**src/rtl/disparity_framer.sv**
```systemverilog
// disparity_framer
// Re-imposes raster framing on the free-running disparity stream from the
// stereo core and queues each word in a small FIFO that downstream drains
// through a valid/ready handshake. The pixel pipeline is never stalled. When
// the FIFO is full, a word is dropped, the sticky overflow flag is set, and the
// framer discards words until the next start of frame.
//
// Ports
//   pxclk      in   pixel clock (single clock domain)
//   reset      in   synchronous, active-high reset
//   disparity  in   disparity word from the core
//   dValid     in   disparity qualifier; 0 substitutes INVALID_CODE
//   outData    out  FIFO head data
//   outSof     out  head word is pixel 0 of line 0
//   outEol     out  head word is the last pixel of its line
//   outValid   out  FIFO non-empty
//   outReady   in   downstream accepts the head word this cycle
//   overflow   out  sticky: a word was lost since reset
//   frameCount out  number of start-of-frame words written (wraps)
module disparity_framer #(
  parameter int DISPARITY_DEPTH = 1,
  parameter int PX_CNT_DEPTH    = 3,
  parameter int LINE_CNT_DEPTH  = 3,
  parameter int PIXELS_PER_LINE = 15,
  parameter int LINES_PER_FRAME = 15,
  parameter int INPUT_LATENCY   = 3,
  parameter int FIFO_AW         = 3,
  parameter int INVALID_CODE    = 0,
  parameter int FRAME_CNT_DEPTH = 7
) (
  input  logic                       pxclk,
  input  logic                       reset,
  input  logic [DISPARITY_DEPTH:0]   disparity,
  input  logic                       dValid,
  output logic [DISPARITY_DEPTH:0]   outData,
  output logic                       outSof,
  output logic                       outEol,
  output logic                       outValid,
  input  logic                       outReady,
  output logic                       overflow,
  output logic [FRAME_CNT_DEPTH:0]   frameCount
);

  localparam int DW    = DISPARITY_DEPTH + 1;
  localparam int EW    = DW + 2;               // {sof, eol, data}
  localparam int DEPTH = 1 << FIFO_AW;
  localparam int CW    = FIFO_AW + 1;
  localparam int PW    = PX_CNT_DEPTH + 1;
  localparam int LW    = LINE_CNT_DEPTH + 1;
  localparam int LAT_W = $clog2(INPUT_LATENCY) + 1;

  typedef enum logic [1:0] {WAIT_LAT, RUN, RESYNC} state_t;

  state_t                 state_q;
  logic [LAT_W-1:0]       lat_q;
  logic [PW-1:0]          px_q, px_d;
  logic [LW-1:0]          line_q, line_d;
  logic [FIFO_AW-1:0]     wr_ptr_q, rd_ptr_q;
  logic [CW-1:0]          cnt_q, cnt_d;
  logic                   overflow_q;
  logic [FRAME_CNT_DEPTH:0] frame_cnt_q;
  logic [EW-1:0]          mem_q [DEPTH];

  logic          sof_w, eol_w, full_w, pop_w, push_try_w, push_w;
  logic [DW-1:0] data_w;
  logic [EW-1:0] word_w;

  // Word formed from the current raster position and the incoming sample.
  assign sof_w  = (px_q == '0) && (line_q == '0);
  assign eol_w  = (px_q == PW'(PIXELS_PER_LINE));
  assign data_w = dValid ? disparity : DW'(INVALID_CODE);
  assign word_w = {sof_w, eol_w, data_w};

  assign full_w = (cnt_q == CW'(DEPTH));
  assign pop_w  = (cnt_q != '0) && outReady;
  // RUN writes every pixel; RESYNC only offers the start-of-frame word.
  assign push_try_w = (state_q == RUN) || ((state_q == RESYNC) && sof_w);
  // A full FIFO still accepts a push when the head leaves in the same cycle.
  assign push_w     = push_try_w && (!full_w || pop_w);

  // Head outputs come straight from storage; outValid tracks the registered count.
  assign {outSof, outEol, outData} = mem_q[rd_ptr_q];
  assign outValid   = (cnt_q != '0);
  assign overflow   = overflow_q;
  assign frameCount = frame_cnt_q;

  always_comb begin
    px_d   = px_q;
    line_d = line_q;
    if (state_q != WAIT_LAT) begin
      if (eol_w) begin
        px_d   = '0;
        line_d = (line_q == LW'(LINES_PER_FRAME)) ? '0 : line_q + 1'b1;
      end else begin
        px_d = px_q + 1'b1;
      end
    end
  end

  always_comb begin
    cnt_d = cnt_q;
    if (push_w && !pop_w)      cnt_d = cnt_q + 1'b1;
    else if (!push_w && pop_w) cnt_d = cnt_q - 1'b1;
  end

  always_ff @(posedge pxclk) begin
    if (reset) begin
      state_q     <= WAIT_LAT;
      lat_q       <= '0;
      px_q        <= '0;
      line_q      <= '0;
      wr_ptr_q    <= '0;
      rd_ptr_q    <= '0;
      cnt_q       <= '0;
      overflow_q  <= 1'b0;
      frame_cnt_q <= '0;
    end else begin
      px_q   <= px_d;
      line_q <= line_d;
      cnt_q  <= cnt_d;
      if (push_w) wr_ptr_q <= wr_ptr_q + 1'b1;
      if (pop_w)  rd_ptr_q <= rd_ptr_q + 1'b1;
      if (push_w && sof_w) frame_cnt_q <= frame_cnt_q + 1'b1;
      if (push_try_w && !push_w) overflow_q <= 1'b1;

      case (state_q)
        WAIT_LAT: begin
          if (lat_q == LAT_W'(INPUT_LATENCY - 1)) state_q <= RUN;
          else                                    lat_q   <= lat_q + 1'b1;
        end
        RUN: begin
          if (!push_w) state_q <= RESYNC;
        end
        RESYNC: begin
          // Only a start-of-frame word that actually lands ends the resync,
          // so downstream never sees a partial frame spliced onto a new one.
          if (sof_w && push_w) state_q <= RUN;
        end
        default: state_q <= WAIT_LAT;
      endcase
    end
  end

  // Storage has no reset: the pointers alone define which entries are live.
  always_ff @(posedge pxclk) begin
    if (push_w) mem_q[wr_ptr_q] <= word_w;
  end

endmodule

```
**config.mk**
```make
export PLATFORM = sky130hd
export DESIGN_NAME = disparity_framer
export DESIGN_NICKNAME = d
export VERILOG_FILES = /design/src/rtl/disparity_framer.sv
export SDC_FILE = /design/constraint.sdc
export NUM_CORES = 1
export LEC_CHECK = 0
export CORE_ASPECT_RATIO = 1.5
export CORE_MARGIN = 5
export CORE_UTILIZATION = 30
export DETAILED_ROUTE_END_ITERATION = 10
export PLACE_DENSITY_LB_ADDON = 0.2
export SETUP_SLACK_MARGIN = 0.02
export SLEW_MARGIN = 20
export SYNTH_ARGS = -nofsm -noshare
export SYNTH_HDL_FRONTEND = slang
export SYNTH_SLANG_ARGS = --single-unit
```
**constraint.sdc**
```tcl
create_clock -name pxclk -period 7.3 [get_ports pxclk]
set_clock_uncertainty 0.15 [all_clocks]
set_input_delay 0.73 -clock pxclk [delete_from_list [all_inputs] [get_ports pxclk]]
set_output_delay 0.73 -clock pxclk [all_outputs]
set_load 0.005 [all_outputs]
```
==> summary.txt <==
status - complete, no violations
worst skew pair latency - 330 ps
setup TNS - 0 ps
Tmin final - 3280 ps
hold slack - 338 ps
drt first pass iters - 4
n_diodes - 0
Placeable Area - 0.00974 mm^2
Critical Path Slowest Stage Cell - clkdlybuf4s50_1
vias in the first global route - 1,923
Peak Freq - 305 MHz
total power - 1260 uW
synthesized-area fraction occupied by adder cells - 5.67%
die area - 0.0121 mm^2
Die W - 91.7 um
initial antenna violation count - 0
Die Ht - 132 um
Post-synth EDFFs - 32
CP Max Fanout - 7
Post-Synth Simple-Gate Area - 14.4%
synth cell count leaders - 35 x dfxtp_1, 32 x edfxtp_1, 32 x nor2_1, 23 x a21oi_1, 12 x ha_1
VDD IR max - 0.138 mV
DP Worst Slack - 3650 ps
main combinational cell family by area after synthesis - simple AND/OR/NAND/NOR gates
Lkg Pwr - 0.00126 uW
global-route wire length before repair - 9450 um
Vias/cell - 4.83
H-tree Lvls - 3
CTS clk-pin slew, worst paths - 50 ps
dominant cell type by area after synthesis - edfxtp_1
sequential-to-total area share from yosys stat - 55.4%
kind of cell adding the most delay to the critical path - simple AND/OR/NAND/NOR gates
Max Cap Viol - 0
post-DP HPWL - 3970 um
Worst EP required - 7370 ps
Period Utilization, post-route - 44.9%
worst setup margin - 4020 ps
Yosys reg bits - 67
xor and xnor area share after synthesis - 2.63%
Post-Synthesis Cells - 254
P per Cell Area - 350 mW/mm^2
Filler cells - 939
area fraction of the dominant cell type after synthesis - 32.0%
CTS Buf Count - 9
post-route antenna net violation count - 0
routed length per instance - 14.3 um
Area Growth Syn to Fin - 20.3%
count leader, synth - dfxtp_1
port buffer count - 19
starting density of the core - 30.8%
Post-Syn Area - 0.00300 mm^2
crit-path max cell delay - 440 ps
cts hold-fix bufs - 0
final-stage net count - 294
placed cell count - 379
Congestion Overflow GR - 0
worst-case clock buffer depth - 2
Crit Path Class - in -> reg
crit path cell chain - clkdlybuf4s50_1 -> nand2b_1 -> nor2_1 -> nor2_1 -> ha_1 -> inv_1 -> ha_1 -> a21oi_1 -> a211oi_1 -> a31oi_1 -> mux2_2
layout cell share with drive strength beyond 1 - 14.6%
Syn Nets - 273
yosys warns - 0
total number of vias - 1,907
CP Capture Type - flop
worst slew pin tran - 686 ps
ys async rst share - 0%
max-slew violations - 0
clk sinks - 67
Syn Area/Cell - 11.8 um^2
IO Pins - 20
Top FF cell, synth - dfxtp_1
Slew HR - 53.9%
Worst Path Arrival - 3350 ps
post-CTS sizing - 0
crit path buf inv count - 2
DRC - 0
DRT iter0 DRCs - 39
GPL Wtd Cong - 0.699
Synth cell types - 45
top cells by area in the synthesized netlist - edfxtp_1 32%, dfxtp_1 23%, mux4_2 6.0%
post-synthesis compound-gate area fraction - 10.4%
row count - 44
Total Routed Length - 5630 um
Root Buffer - clkbuf_16
gr usage total - 9.98%
CTS tree - yes
Setup violations, final - 0
Hold Violations, Final - 0
Post-CTS Setup Bufs - 0
mux contribution to synthesized area - 8.88%
Worst Setup Start Kind - primary input
HP Class - reg -> reg
RSZ-0062 raised after global routing - false
Final Instance Count excl. Fillers - 395
largest net degree at the start of global routing - 35
-- kinds of logic after synthesis --
family / Yosys count
mux: 16
flops: 67
buf+inv: 20
compound gates: 48
simple gates: 81
xor+xnor: 9
fa+ha+maj: 13
-- area by class of cell --
| class | instances | area (um^2) | area share [%] |
|---|---|---|---|
| Timing Repair Buffer | 20 | 198 | 5.48 |
| Clock buffer | 11 | 233 | 6.45 |
| Tap cell | 115 | 144 | 3.99 |
| Inverter | 10 | 37.5 | 1.04 |
| Sequential cell | 67 | 1660 | 46.0 |
| Clock inverter | 5 | 77.6 | 2.15 |
| Multi-Input combinational cell | 167 | 1260 | 34.9 |
-- metrics by stage --
step	instance area, um^2	utilization [%]
3_3_place_gp	3300	33.9
4_1_cts	3610	37.0
5_1_grt	3610	37.0
2_1_floorplan	3000	-
3_5_place_dp	3300	33.9
6_report	3610	37.0
-- sequential cells by signal (all words and copies together), names as in the netlist, named ones only --
| signal | cells |
|---|---|
| mem_q | 32 |
| frameCount | 8 |
| cnt_q | 4 |
| line_q | 4 |
| px_q | 4 |
| lat_q | 3 |
| rd_ptr_q | 3 |
| wr_ptr_q | 3 |
| state_q | 2 |
| overflow | 1 |
-- cell usage in the layout, fill, tap and decap left out, drive strengths merged, types with 6 or more instances in the layout --
cell type / netlist / final
mux4: 8 / 8
nor2: 32 / 32
a21oi: 23 / 23
ha: 12 / 12
edfxtp: 32 / 32
clkdlybuf4s50: 0 / 19
dfxtp: 35 / 35
o21ai: 11 / 11
or3: 7 / 7
inv: 10 / 10
nand3: 6 / 6
nand2: 8 / 8
clkbuf: 6 / 11
xor2: 7 / 7
-- worst paths after layout --
path                                   start                         end  slack [ps]  depth (start not counted)
hold / removal    frameCount[7]$_SDFFE_PP0P_  frameCount[7]$_SDFFE_PP0P_         340                          2
setup reg to reg        px_q[0]$_SDFFE_PP0N_       cnt_q[3]$_SDFFE_PP0P_        4100                         12
hold reg to reg   frameCount[7]$_SDFFE_PP0P_  frameCount[7]$_SDFFE_PP0P_         340                          2
setup / recovery                    outReady       cnt_q[3]$_SDFFE_PP0P_        4020                         11
-- routing by layer --
layer	vias to the layer above	part of all wire, %	GRT usage (%)
met5	-	0	0
met4	0	2.8	5.54
met3	12	3.5	2.84
met2	32	51	17.0
met1	890	43	11.1
li1	973	-	-
-- power breakdown --
group          total [uW]  leakage (uW)  switching [uW]  internal (uW)
registers             487      0.000573            49.0            438
clock network         451      0.000150             154            298
logic                 324      0.000533             159            166
total                1260       0.00126             361            901
-- worst min-delay path: cells and delay by family (launching register included) --
kind               cells  cell delay (ps)
AOI/OAI and AO/OA      2              120
DFF                    1              320
(Power assumes the default switching activity.)
